$ cat config.mk
export PLATFORM = sky130hd
export DESIGN_NAME = pipeline_redirect_ctrl_flat
export DESIGN_NICKNAME = d
export VERILOG_FILES = /design/src/rtl/riscv_ctrl_pkg.sv /design/src/rtl/pipeline_redirect_ctrl_if.sv /design/src/rtl/pipeline_redirect_ctrl_load_use_detect.sv /design/src/rtl/pipeline_redirect_ctrl.sv /design/src/flat_wrapper.sv
export SDC_FILE = /design/constraint.sdc
export NUM_CORES = 1
export LEC_CHECK = 0
export BUFFER_PORTS_ARGS = -buffer_cell sky130_fd_sc_hd__buf_2
export CORE_UTILIZATION = 42
export DETAILED_ROUTE_END_ITERATION = 6
export PLACE_DENSITY = 0.79
export SLEW_MARGIN = 20
export SYNTH_ARGS = -nofsm -noshare
export SYNTH_HDL_FRONTEND = slang
export SYNTH_HIERARCHICAL = 1
export SYNTH_SLANG_ARGS = --single-unit
$ cat constraint.sdc
create_clock -name clk -period 1.9 [get_ports clk]
set_input_delay 0.285 -clock clk [delete_from_list [all_inputs] [get_ports clk]]
set_output_delay 0.285 -clock clk [all_outputs]
set_load 0.05 [all_outputs]
$ cat src/rtl/riscv_ctrl_pkg.sv
// Shared control-path definitions for the RV32I pipeline: state encoding,
// default widths and the redirect controller's decoded output bundle.
package riscv_ctrl_pkg;

  localparam int unsigned XLEN_DEF   = 32;
  localparam int unsigned PERF_W_DEF = 32;
  localparam int unsigned REG_IDX_W  = 5;

  typedef enum logic {
    ST_RUN  = 1'b0,
    ST_HOLD = 1'b1
  } ctrl_state_e;

  // Single-bit pipeline controls produced together by the sequencer
  typedef struct packed {
    logic pc_we;
    logic pc_src;
    logic if_id_stall;
    logic if_id_flush;
    logic id_ex_flush;
    logic busy;
  } ctrl_out_t;

endpackage

$ cat src/rtl/pipeline_redirect_ctrl_if.sv
// Bundle between the pipeline datapath (master) and the redirect
// sequencer (slave): EX/ID hazard inputs, fetch handshake, control outputs.
interface pipeline_redirect_ctrl_if
  import riscv_ctrl_pkg::*;
#(
  parameter int unsigned XLEN   = XLEN_DEF,
  parameter int unsigned PERF_W = PERF_W_DEF
) ();

  logic                 ex_pcsel;
  logic [XLEN-1:0]      ex_target;
  logic                 ex_memread;
  logic [REG_IDX_W-1:0] ex_rd;
  logic [REG_IDX_W-1:0] id_rs1;
  logic [REG_IDX_W-1:0] id_rs2;
  logic                 id_use_rs1;
  logic                 id_use_rs2;
  logic                 imem_ready;

  logic                 pc_we;
  logic                 pc_src;
  logic [XLEN-1:0]      redirect_pc;
  logic                 if_id_stall;
  logic                 if_id_flush;
  logic                 id_ex_flush;
  logic                 busy;
  logic [PERF_W-1:0]    redirect_cnt;
  logic [PERF_W-1:0]    lu_stall_cnt;
  logic [PERF_W-1:0]    fetch_stall_cnt;

  modport master (
    output ex_pcsel, ex_target, ex_memread, ex_rd,
           id_rs1, id_rs2, id_use_rs1, id_use_rs2, imem_ready,
    input  pc_we, pc_src, redirect_pc, if_id_stall, if_id_flush,
           id_ex_flush, busy, redirect_cnt, lu_stall_cnt, fetch_stall_cnt
  );

  modport slave (
    input  ex_pcsel, ex_target, ex_memread, ex_rd,
           id_rs1, id_rs2, id_use_rs1, id_use_rs2, imem_ready,
    output pc_we, pc_src, redirect_pc, if_id_stall, if_id_flush,
           id_ex_flush, busy, redirect_cnt, lu_stall_cnt, fetch_stall_cnt
  );

endinterface

$ cat src/rtl/pipeline_redirect_ctrl_load_use_detect.sv
// Load-use hazard comparator: a load in EX writes a register the ID
// instruction reads. x0 never creates a dependency.
module load_use_detect
  import riscv_ctrl_pkg::*;
(
  input  logic                 ex_memread,
  input  logic [REG_IDX_W-1:0] ex_rd,
  input  logic [REG_IDX_W-1:0] id_rs1,
  input  logic [REG_IDX_W-1:0] id_rs2,
  input  logic                 id_use_rs1,
  input  logic                 id_use_rs2,
  output logic                 lu_c
);

  // Pure compare, no state
  always_comb begin
    lu_c = ex_memread && (ex_rd != REG_IDX_W'(0)) &&
           ((id_use_rs1 && (id_rs1 == ex_rd)) ||
            (id_use_rs2 && (id_rs2 == ex_rd)));
  end

endmodule

$ cat src/rtl/pipeline_redirect_ctrl.sv
// Redirect / stall sequencer for the 5-stage core. RUN outputs are
// combinational from inputs and state; a redirect seen while the fetch is
// stalled is parked in target_q and replayed from HOLD once imem_ready rises.
// Optional event counters: define REDIRECT_PERF_EN.
module pipeline_redirect_ctrl
  import riscv_ctrl_pkg::*;
#(
  parameter int unsigned XLEN   = XLEN_DEF,
  parameter int unsigned PERF_W = PERF_W_DEF
) (
  input logic                     clk,
  input logic                     rst,
  pipeline_redirect_ctrl_if.slave bus
);

  ctrl_state_e     state_q, state_d;
  logic [XLEN-1:0] target_q;
  logic            target_ld;
  logic            lu;
  logic            lu_rule;
  ctrl_out_t       ctl;
  logic [XLEN-1:0] redirect_pc_c;

  load_use_detect u_lu (
    .ex_memread (bus.ex_memread),
    .ex_rd      (bus.ex_rd),
    .id_rs1     (bus.id_rs1),
    .id_rs2     (bus.id_rs2),
    .id_use_rs1 (bus.id_use_rs1),
    .id_use_rs2 (bus.id_use_rs2),
    .lu_c       (lu)
  );

  // State register; reset drops any pending redirect
  always_ff @(posedge clk or posedge rst) begin
    if (rst) state_q <= ST_RUN;
    else     state_q <= state_d;
  end

  // Parked redirect target
  always_ff @(posedge clk or posedge rst) begin
    if (rst)            target_q <= XLEN'(0);
    else if (target_ld) target_q <= bus.ex_target;
  end

  // Next state and pipeline controls; redirect outranks load-use
  always_comb begin
    state_d       = state_q;
    target_ld     = 1'b0;
    lu_rule       = 1'b0;
    ctl           = '0;
    redirect_pc_c = bus.ex_target;

    case (state_q)
      ST_RUN: begin
        if (bus.ex_pcsel && bus.imem_ready) begin
          ctl.pc_we       = 1'b1;
          ctl.pc_src      = 1'b1;
          ctl.if_id_flush = 1'b1;
          ctl.id_ex_flush = 1'b1;
        end else if (bus.ex_pcsel) begin
          ctl.if_id_flush = 1'b1;
          ctl.id_ex_flush = 1'b1;
          target_ld       = 1'b1;
          state_d         = ST_HOLD;
        end else if (lu) begin
          ctl.if_id_stall = 1'b1;
          ctl.id_ex_flush = 1'b1;
          lu_rule         = 1'b1;
        end else if (!bus.imem_ready) begin
          ctl.if_id_flush = 1'b1;
        end else begin
          ctl.pc_we = 1'b1;
        end
      end
      ST_HOLD: begin
        ctl.busy        = 1'b1;
        ctl.if_id_flush = 1'b1;
        ctl.id_ex_flush = 1'b1;
        redirect_pc_c   = target_q;
        if (bus.imem_ready) begin
          ctl.pc_we  = 1'b1;
          ctl.pc_src = 1'b1;
          state_d    = ST_RUN;
        end
      end
      default: state_d = ST_RUN;
    endcase

    // While reset is held the pipeline is fully bubbled and the PC frozen
    if (rst) begin
      ctl             = '0;
      ctl.if_id_flush = 1'b1;
      ctl.id_ex_flush = 1'b1;
      redirect_pc_c   = XLEN'(0);
      lu_rule         = 1'b0;
    end
  end

  assign bus.pc_we       = ctl.pc_we;
  assign bus.pc_src      = ctl.pc_src;
  assign bus.redirect_pc = redirect_pc_c;
  assign bus.if_id_stall = ctl.if_id_stall;
  assign bus.if_id_flush = ctl.if_id_flush;
  assign bus.id_ex_flush = ctl.id_ex_flush;
  assign bus.busy        = ctl.busy;

`ifdef REDIRECT_PERF_EN
  logic [PERF_W-1:0] redirect_cnt_q;
  logic [PERF_W-1:0] lu_stall_cnt_q;
  logic [PERF_W-1:0] fetch_stall_cnt_q;

  // Free-running event counters, wrapping at 2^PERF_W
  always_ff @(posedge clk or posedge rst) begin
    if (rst) begin
      redirect_cnt_q    <= PERF_W'(0);
      lu_stall_cnt_q    <= PERF_W'(0);
      fetch_stall_cnt_q <= PERF_W'(0);
    end else begin
      if (ctl.pc_we && ctl.pc_src) redirect_cnt_q    <= redirect_cnt_q + PERF_W'(1);
      if (lu_rule)                 lu_stall_cnt_q    <= lu_stall_cnt_q + PERF_W'(1);
      if (!bus.imem_ready)         fetch_stall_cnt_q <= fetch_stall_cnt_q + PERF_W'(1);
    end
  end

  assign bus.redirect_cnt    = redirect_cnt_q;
  assign bus.lu_stall_cnt    = lu_stall_cnt_q;
  assign bus.fetch_stall_cnt = fetch_stall_cnt_q;
`else
  // Counters compiled out; ports stay for a stable interface
  logic perf_unused;
  assign perf_unused         = lu_rule;
  assign bus.redirect_cnt    = PERF_W'(0);
  assign bus.lu_stall_cnt    = PERF_W'(0);
  assign bus.fetch_stall_cnt = PERF_W'(0);
`endif

endmodule

$ cat src/flat_wrapper.sv
// flat-port wrapper written by rule: the top's interface ports become plain ports
module pipeline_redirect_ctrl_flat import riscv_ctrl_pkg::*;
#(
  parameter int unsigned XLEN   = XLEN_DEF,
  parameter int unsigned PERF_W = PERF_W_DEF
)
  (clk, rst, bus_ex_pcsel, bus_ex_target, bus_ex_memread, bus_ex_rd, bus_id_rs1, bus_id_rs2, bus_id_use_rs1, bus_id_use_rs2, bus_imem_ready, bus_pc_we, bus_pc_src, bus_redirect_pc, bus_if_id_stall, bus_if_id_flush, bus_id_ex_flush, bus_busy, bus_redirect_cnt, bus_lu_stall_cnt, bus_fetch_stall_cnt);
  pipeline_redirect_ctrl_if #(.XLEN(XLEN), .PERF_W(PERF_W)) bus_i ();
  input logic clk;
  input logic rst;
  input wire logic [$bits(bus_i.ex_pcsel)-1:0] bus_ex_pcsel;
  input wire logic [$bits(bus_i.ex_target)-1:0] bus_ex_target;
  input wire logic [$bits(bus_i.ex_memread)-1:0] bus_ex_memread;
  input wire logic [$bits(bus_i.ex_rd)-1:0] bus_ex_rd;
  input wire logic [$bits(bus_i.id_rs1)-1:0] bus_id_rs1;
  input wire logic [$bits(bus_i.id_rs2)-1:0] bus_id_rs2;
  input wire logic [$bits(bus_i.id_use_rs1)-1:0] bus_id_use_rs1;
  input wire logic [$bits(bus_i.id_use_rs2)-1:0] bus_id_use_rs2;
  input wire logic [$bits(bus_i.imem_ready)-1:0] bus_imem_ready;
  output wire logic [$bits(bus_i.pc_we)-1:0] bus_pc_we;
  output wire logic [$bits(bus_i.pc_src)-1:0] bus_pc_src;
  output wire logic [$bits(bus_i.redirect_pc)-1:0] bus_redirect_pc;
  output wire logic [$bits(bus_i.if_id_stall)-1:0] bus_if_id_stall;
  output wire logic [$bits(bus_i.if_id_flush)-1:0] bus_if_id_flush;
  output wire logic [$bits(bus_i.id_ex_flush)-1:0] bus_id_ex_flush;
  output wire logic [$bits(bus_i.busy)-1:0] bus_busy;
  output wire logic [$bits(bus_i.redirect_cnt)-1:0] bus_redirect_cnt;
  output wire logic [$bits(bus_i.lu_stall_cnt)-1:0] bus_lu_stall_cnt;
  output wire logic [$bits(bus_i.fetch_stall_cnt)-1:0] bus_fetch_stall_cnt;
  assign bus_i.ex_pcsel = bus_ex_pcsel;
  assign bus_i.ex_target = bus_ex_target;
  assign bus_i.ex_memread = bus_ex_memread;
  assign bus_i.ex_rd = bus_ex_rd;
  assign bus_i.id_rs1 = bus_id_rs1;
  assign bus_i.id_rs2 = bus_id_rs2;
  assign bus_i.id_use_rs1 = bus_id_use_rs1;
  assign bus_i.id_use_rs2 = bus_id_use_rs2;
  assign bus_i.imem_ready = bus_imem_ready;
  assign bus_pc_we = bus_i.pc_we;
  assign bus_pc_src = bus_i.pc_src;
  assign bus_redirect_pc = bus_i.redirect_pc;
  assign bus_if_id_stall = bus_i.if_id_stall;
  assign bus_if_id_flush = bus_i.if_id_flush;
  assign bus_id_ex_flush = bus_i.id_ex_flush;
  assign bus_busy = bus_i.busy;
  assign bus_redirect_cnt = bus_i.redirect_cnt;
  assign bus_lu_stall_cnt = bus_i.lu_stall_cnt;
  assign bus_fetch_stall_cnt = bus_i.fetch_stall_cnt;
  pipeline_redirect_ctrl #(.XLEN(XLEN), .PERF_W(PERF_W)) u_core (.clk(clk), .rst(rst), .bus(bus_i));
endmodule
==> results.yml, run 1 <==
worst_hold_path:
  hold_depth: 2
  hold_start: "bus_ex_target[27]"
  whs_endpoint: "u_core/target_q[27]"
  hp-class: "in2reg"
worst_setup_path:
  end_kind: "output port"
  r2r_start: "u_core/state_q"
  crit_fanout: 4
  reg2regPathDepth: 3
  regToRegEndpoint: "u_core/target_q[15]"
  worstPathArrival_ns: 1.60
  critPathKind: "in2out"
  cp.required_ns: 1.62
  start_kind: "primary input"
  r2r_slack_ns: 0.47
synthesis:
  synth_cell_types: 25
  syn-cell-area_sq_um: 2630
  yosys_warnings: 6
  synth_area_leaders: "dfrtp_1, buf_4, mux2_2, mux2i_1, nor2_1"
  yosysTopAreaCell: "dfrtp_1"
  synth-seq-cells: 33
  yosysTopAreaCellShare_pct: 31.4
  ys_seq_area_share_pct: 31.4
  synth.avg_cell_area_sq_um: 9.90
  syn_inst: 266
pwr:
  p_leak_uw: 0.00157
  p_per_area_nw_per_um2: 872
  combPwrFrac_pct: 44.9
  p_sw_uw: 1180
  clkPwrFrac_pct: 19.7
  power_uw: 2550
  irDropWorstVdd_v: 0.000573
  seqPwrFrac_pct: 35.4
  p_int_uw: 1370
  p_sw_share_pct: 46.2
routing:
  route.final.wire_length_um: 4980
  antenna_left: 0
  drt_iter0_drc: 42
  drc: 0
  drtPass1Iterations: 4
  viasPerCell: 4.28
  wl_per_cell_um: 11.5
  dr_total_vias: 1857
timing:
  fmax_mhz: 531
  clock_skew_ns: 0.00666
  finalSetupViolCount: 0
  layout_min_cycle_time_ns: 1.88
  min_period_over_period_pct: 99.2
  slew_violations: 0
  finalHoldViolCount: 0
  tns_ns: 0
global_route:
  grtUsageTotal_pct: 15.2
  grt_max_degree: 32
  grt_pass1_wl_um: 7650
  antenna_found_initial: 0
  overflow: 0
  grt_pass1_vias: 1698
floorplan:
  die_h_um: 81.2
  initial_utilization_pct: 44.0
  die_x_um: 81.2
  die_area_sq_um: 6590
  rows: 28
  io_pins: 188
  coreArea_sq_um: 5990
cts:
  htreeDepth: 2
  cts.clk_slew.worst_paths_ns: 0.07
  cts_tree: "yes"
  cts-root-buf: "clkbuf_8"
  cts.sinks: 33
  cts_max_path_buffers: 2
  insertion_delay_ns: 0.28
  cts_buffers: 5
  hold_buffers: 0
layout:
  layout.nets: 412
  synthToLayoutAreaGrowth_pct: 11.0
  antenna_cells: 0
  drive_gt1_share_pct: 39.3
  n_fill_cell: 571
status:
  status: "finished clean"
placement:
  finalWeightedCongestion: 0.796
  portBuffers: 91
  dp_hpwl_um: 3890
run:
  maxCapViolCount: 0
registers in the layout, indices dropped and copies added (netlist names):
register         cells
u_core/state_q       1
u_core/target_q     32
through the flow:
| step | hold slack (ns) | setup slack [ns] | cell area (sq um) | cells | util [%] |
|---|---|---|---|---|---|
| 4_1_cts | 0.230 | 0.0394 | 2910 | 434 | 48.5 |
| 3_3_place_gp | 0.467 | 0.00457 | 2820 | 426 | 47.1 |
| 3_5_place_dp | 0.490 | -0.0266 | 2820 | 426 | 47.1 |
| 6_report | 0.239 | 0.0161 | 2920 | 434 | 48.8 |
| 2_1_floorplan | 0.351 | -0.100 | 2990 | 361 | - |
| 5_1_grt | 0.247 | -0.00107 | 2920 | 434 | 48.8 |
worst max-delay path, stage by stage:
cell,delay [ns]
buf_2,0.12
or4_1,0.51
o21ai_1,0.21
a21oi_2,0.08
a21oi_2,0.11
buf_2,0.27
cells in the mapped netlist, drive strengths merged:
library cell,n
buf,103
nor2,35
dfrtp,33
mux2,32
mux2i,32
xor2,8
clkbuf,4
a21oi,2
nand2b,2
nand3,2
nor4,2
o21ai,2
xnor2,2
and2,1
conb,1
inv,1
nor2b,1
nor3,1
nor3b,1
or4,1
logic make-up (layout without fill, tap and decap cells):
group	Yosys count	count (layout)	share of synthesized area [%]
mux	64	64	25.8
other cells	1	96	0.142
compound gates	4	4	0.760
simple gates	46	46	8.22
buf+inv	108	106	30.4
xor+xnor	10	10	3.33
flops	33	33	31.4
cell type report:
type,count,area (sq um),share of cell area (%)
Multi-Input combinational cell,220,1380,47.3
Clock buffer,6,72.6,2.48
Clock inverter,2,10.0,0.342
Tap cell,75,93.8,3.21
Timing Repair Buffer,97,534,18.3
Inverter,1,3.75,0.128
Sequential cell,33,827,28.3
power groups by stage:
stage | Clock [uW] | Sequential (uW) | Combinational (uW)
3_5_place_dp | 0 | 917 | 1140
2_1_floorplan | 0 | 893 | 1120
6_report | 502 | 903 | 1140
3_3_place_gp | 0 | 906 | 1120
4_1_cts | 522 | 904 | 1140
5_1_grt | 540 | 921 | 1210
cell usage in the layout (no fill, tap or decap):
cell type	instances
xnor2_1	2
nor3b_4	1
clkbuf_8	5
nand3_1	2
and2_4	1
dfrtp_2	1
xor2_1	8
buf_4	5
buf_12	2
nor3_1	1
buf_6	1
o21ai_1	2
nor4_2	2
conb_1	96
or4_1	1
buf_2	89
a21oi_2	2
nor2_1	35
dfrtp_1	32
mux2_2	30
mux2i_1	32
mux2_1	2
nand2b_1	2
clkbuf_1	1
clkinv_2	2
nor2b_1	1
inv_1	1
repair_timing:
item | 4_1_cts | 5_1_grt
setup endpoints to repair | 2 | 3
gates resized for setup | 1 | 7
pin swaps | 0 | 1
cloned | 0 | 0
setup buffers | 0 | 0
layer usage:
layer	global-route usage (%)	share of wire, %	vias up
li1	-	-	867
met2	27.9	53	111
met4	6.96	1.4	0
met3	4.49	7.2	11
met1	15.9	38	868
met5	0	0	-
worst max-delay path by stage:
stage,startpoint,end,slack [ns],depth (start not counted)
after CTS,bus_ex_rd[1],bus_if_id_stall,0.04,7
after floorplan,bus_ex_rd[1],bus_if_id_flush,-0.10,4
after global placement,bus_ex_rd[0],bus_if_id_stall,0.005,7
final,bus_ex_rd[1],bus_pc_we,0.02,6
after detailed placement,bus_ex_rd[1],bus_if_id_stall,-0.03,7
after global routing,bus_ex_rd[1],bus_if_id_stall,-0.001,7
No activity file was read; power rests on OpenSTA's default activity.
==> run 2: changes to the inputs <==
Settings changed: BUFFER_PORTS_ARGS -buffer_cell sky130_fd_sc_hd__buf_2 to -buffer_cell sky130_fd_sc_hd__clkbuf_2.
==> results.yml, run 2 (same netlist as run 1, synthesis figures left out) <==
timing:
  rsz0062_at_grt: "yes"
  finalSetupViolCount: 0
  fin_hold_ws_ns: 0.243
  finalHoldViolCount: 0
  min_period_over_period_pct: 97.7
  layout_min_cycle_time_ns: 1.86
  clock_skew_ns: 0.00618
  postLayoutSetupSlackWorst_ns: 0.0435
  slew_violations: 0
  fmax_mhz: 539
worst_setup_path:
  max_stage_delay_ns: 0.52
  end_kind: "output port"
  regToRegEndpoint: "u_core/target_q[31]"
  r2r_start: "u_core/state_q"
  cpMaxStageDelayCell: "or4_1"
  r2r_slack_ns: 0.45
  cp.required_ns: 1.62
  start_kind: "primary input"
  crit_chain: "clkbuf_2 > or4_1 > o21ai_1 > a21oi_2 > a21oi_2 > clkbuf_2"
  critPathKind: "in2out"
  crit_fanout: 4
  worstPathArrival_ns: 1.57
  reg2regPathDepth: 3
global_route:
  grt_use_met3_pct: 3.03
  grt_max_degree: 33
  busiest_layer: "met2"
  gr-usage-met2_pct: 26.1
  grt_pass1_vias: 1598
  grt_pass1_wl_um: 7430
  grtUsageTotal_pct: 14.7
  overflow: 0
  met1_usage_pct: 17.2
  antenna_found_initial: 0
worst_hold_path:
  hold_start: "bus_ex_target[27]"
  hp-class: "in2reg"
  whs_endpoint: "u_core/target_q[27]"
  hold_depth: 2
layout:
  synthToLayoutAreaGrowth_pct: 12.1
  regMostFlops: "u_core/target_q"
  reg_top3: "u_core/target_q x32, u_core/state_q x1"
  layout.nets: 411
  n_fill_cell: 566
  final_common_cell: "conb_1"
  antenna_cells: 0
  final_cell_mix: "conb_1, clkbuf_2, nor2_1"
  drive_gt1_share_pct: 38.8
  largest_register_ffs: 32
routing:
  antenna_left: 0
  wl_per_cell_um: 11.2
  viasPerCell: 4.22
  dr_total_vias: 1828
  drt_iter0_drc: 50
  drtPass1Iterations: 4
  route.final.wire_length_um: 4840
  drc: 0
placement:
  dp_hpwl_um: 3820
  pre_cts_ws_ns: -0.110
  finalWeightedCongestion: 0.858
  portBuffers: 91
status:
  status: "finished clean"
pwr:
  p_per_area_nw_per_um2: 892
  irDropWorstVdd_v: 0.000624
  p_leak_uw: 0.00158
cts:
  cts.sinks: 33
  insertion_delay_ns: 0.28
  hold_buffers: 0
  cts.clk_slew.worst_paths_ns: 0.07
  cts_tree: "yes"
  cts_buffers: 5
  htreeDepth: 2
  cts-root-buf: "clkbuf_8"
  cts_max_path_buffers: 2
floorplan:
  die_x_um: 81.2
  initial_utilization_pct: 44.0
  die_h_um: 81.2
  io_pins: 188
  coreArea_sq_um: 5990
  rows: 28
  die_area_sq_um: 6590
run:
  maxCapViolCount: 0
[run 2: timing repair]
item / CTS / global route
setup buffers: 0 / 0
setup endpoints to repair: 3 / 3
resized for setup: 3 / 4
pin swaps: 0 / 2
[run 2: per-stage QoR]
| stage | total power (uW) | instance area [sq um] | util, % | setup TNS [ns] | std cells |
|---|---|---|---|---|---|
| floorplan | 2010 | 2990 | - | -0.100 | 361 |
| global placement | 2040 | 2840 | 47.4 | -0.0139 | 425 |
| detailed placement | 2070 | 2840 | 47.4 | -0.187 | 425 |
| CTS | 2650 | 2950 | 49.2 | 0 | 433 |
| global route | 2760 | 2950 | 49.3 | -0.0235 | 433 |
| finish | 2630 | 2950 | 49.3 | 0 | 433 |
[run 2: worst max-delay path by stage]
stage | startpoint | end | slack, ns | cells after the start
after CTS | bus_ex_rd[0] | bus_if_id_stall | 0.006 | 7
after floorplan | bus_ex_rd[1] | bus_if_id_flush | -0.10 | 4
after global placement | bus_ex_rd[0] | bus_if_id_stall | -0.01 | 7
final | bus_ex_rd[1] | bus_pc_we | 0.04 | 6
after detailed placement | bus_ex_rd[0] | bus_if_id_stall | -0.11 | 7
after global routing | bus_ex_rd[0] | bus_if_id_stall | -0.02 | 7
[run 2: critical path, delay by kind of cell]
family / cells / cell delay (ns)
AO/OA/AOI/OAI: 3 / 0.35
buffers and inverters: 2 / 0.41
AND/OR/NAND/NOR: 1 / 0.52
[run 2: layout make-up]
type / count / area [sq um] / share of cell area, %
inverter: 1 / 3.75 / 0.127
clock inverter: 1 / 5.00 / 0.169
clock buffer: 7 / 96.3 / 3.26
sequential: 33 / 827 / 28.0
multi-input combinational: 220 / 1370 / 46.5
timing repair buffer: 96 / 554 / 18.8
tap: 75 / 93.8 / 3.18
[run 2: metal layers]
metal  part of all wire (%)  up-vias
met5                      0        -
met4                    1.3        0
met3                    7.5        6
met2                     52      116
met1                     39      844
li1                       -      862
[run 2: report_power, final]
group / internal (uW) / total, uW / switching, uW
logic: 286 / 1150 / 862
registers: 835 / 903 / 68.3
clock network: 328 / 582 / 254
total: 1450 / 2630 / 1180
==> run 3: changes to the inputs <==
Settings changed: CORE_MARGIN set to 2, PLACE_DENSITY 0.79 to 0.82.
==> results.yml, run 3 (same netlist as run 1, synthesis figures left out) <==
layout:
  final_cell_mix: "conb_1, clkbuf_2, nor2_1"
  final_common_cell: "conb_1"
  regMostFlops: "u_core/target_q"
  drive_gt1_share_pct: 39.7
  fin_cells: 433
  synthToLayoutAreaGrowth_pct: 13.1
  layout.nets: 412
  largest_register_ffs: 32
  n_fill_cell: 556
  reg_top3: "u_core/target_q x32, u_core/state_q x1"
  antenna_cells: 0
floorplan:
  io_pins: 188
  coreArea_sq_um: 5990
  die_area_sq_um: 6920
  die_h_um: 83.2
  die_x_um: 83.2
  initial_utilization_pct: 44.0
  rows: 28
cts:
  cts-root-buf: "clkbuf_8"
  post-cts-setup-buffers: 0
  cts_buffers: 5
  cts.sinks: 33
  htreeDepth: 2
  hold_buffers: 0
  insertion_delay_ns: 0.28
  cts_tree: "yes"
  cts_max_path_buffers: 2
  cts.clk_slew.worst_paths_ns: 0.07
routing:
  wl_per_cell_um: 11.7
  antenna_left: 0
  drc: 0
  viasPerCell: 4.21
  drt_iter0_drc: 35
  route.final.wire_length_um: 5090
  dr_total_vias: 1824
  drtPass1Iterations: 4
worst_setup_path:
  cp.required_ns: 1.62
  crit_fanout: 4
  end_kind: "output port"
  worstPathArrival_ns: 1.58
  critPathKind: "in2out"
  start_kind: "primary input"
placement:
  placed_cells: 426
  finalWeightedCongestion: 0.764
  dp_hpwl_um: 3980
  portBuffers: 91
global_route:
  grt_pass1_vias: 1773
  overflow: 0
  antenna_found_initial: 0
  grtUsageTotal_pct: 13.8
  grt_max_degree: 33
  grt_pass1_wl_um: 7890
worst_hold_path:
  hp-class: "in2reg"
timing:
  min_period_over_period_pct: 98.4
  slew_violations: 0
  finalSetupViolCount: 0
  finalHoldViolCount: 0
  clock_skew_ns: 0.00678
  layout_min_cycle_time_ns: 1.87
  tns_ns: 0
  fmax_mhz: 535
status:
  status: "finished clean"
run:
  maxCapViolCount: 0
pwr:
  irDropWorstVdd_v: 0.000576
  p_leak_uw: 0.00158
  p_per_area_nw_per_um2: 870
run 3: changes by cell type in the layout (fill, tap and decap cells not counted), sizes merged:
cell / before / now
clkinvlp: 0 / 1
buf: 9 / 11
clkinv: 1 / 0
clkbuf: 94 / 92
run 3: area by class of cell:
class	instances	area, sq um	area share, %
Sequential cell	33	827	27.8
Clock inverter	1	7.51	0.252
Tap cell	75	93.8	3.15
Clock buffer	6	82.6	2.77
Inverter	1	3.75	0.126
Timing Repair Buffer	97	578	19.4
Multi-Input combinational cell	220	1390	46.5
run 3: power by group:
group / switching [uW] / total, uW / internal [uW]
registers: 68.2 / 903 / 835
clock network: 247 / 533 / 286
logic: 864 / 1150 / 291
run 3: path summary, 6_finish.rpt:
path	slack (ns)	to	start	depth (start not counted)
min	0.24	u_core/target_q[21]	bus_ex_target[21]	2
max reg2reg	0.39	u_core/target_q[30]	u_core/state_q	3
min in group asynchronous	0.28	u_core/target_q[0]	rst	3
min reg2reg	0.49	u_core/target_q[21]	u_core/target_q[21]	1
max	0.03	bus_if_id_stall	bus_ex_rd[0]	7
max in group asynchronous	1.16	u_core/target_q[5]	rst	4
run 3: metal layers:
metal / part of all wire [%] / vias up / routed length (um) / track usage [%]
li1: - / 858 / - / -
met1: 37 / 835 / 1880 / 15.7
met2: 51 / 121 / 2620 / 24.0
met3: 9.8 / 10 / 499 / 4.27
met4: 1.8 / 0 / 89 / 5.81
met5: 0 / - / 0 / 0
run 3: worst max-delay path: stages:
cell and delay, ns:
clkbuf_2 0.12, xor2_1 0.18, nor4_2 0.30, nand3_1 0.13, a21oi_2 0.24, and2_4 0.19, buf_8 0.14
run 3: repair_timing:
action / CTS / global route
endpoints found under the setup margin: 2 / 8
pin swaps: 0 / 2
cloned: 0 / 0
gates resized for setup: 3 / 12
run 3: per-stage QoR:
step	util (%)	setup WS (ns)	instance area, sq um	power, uW	hold WS [ns]
after floorplan	-	-0.100	2990	2010	0.351
after global placement	47.6	-0.00568	2850	2040	0.468
after global routing	49.7	-0.0458	2980	2730	0.241
after detailed placement	47.6	-0.0440	2850	2060	0.477
after CTS	49.2	0.0298	2950	2620	0.228
final	49.7	0.0310	2980	2590	0.242
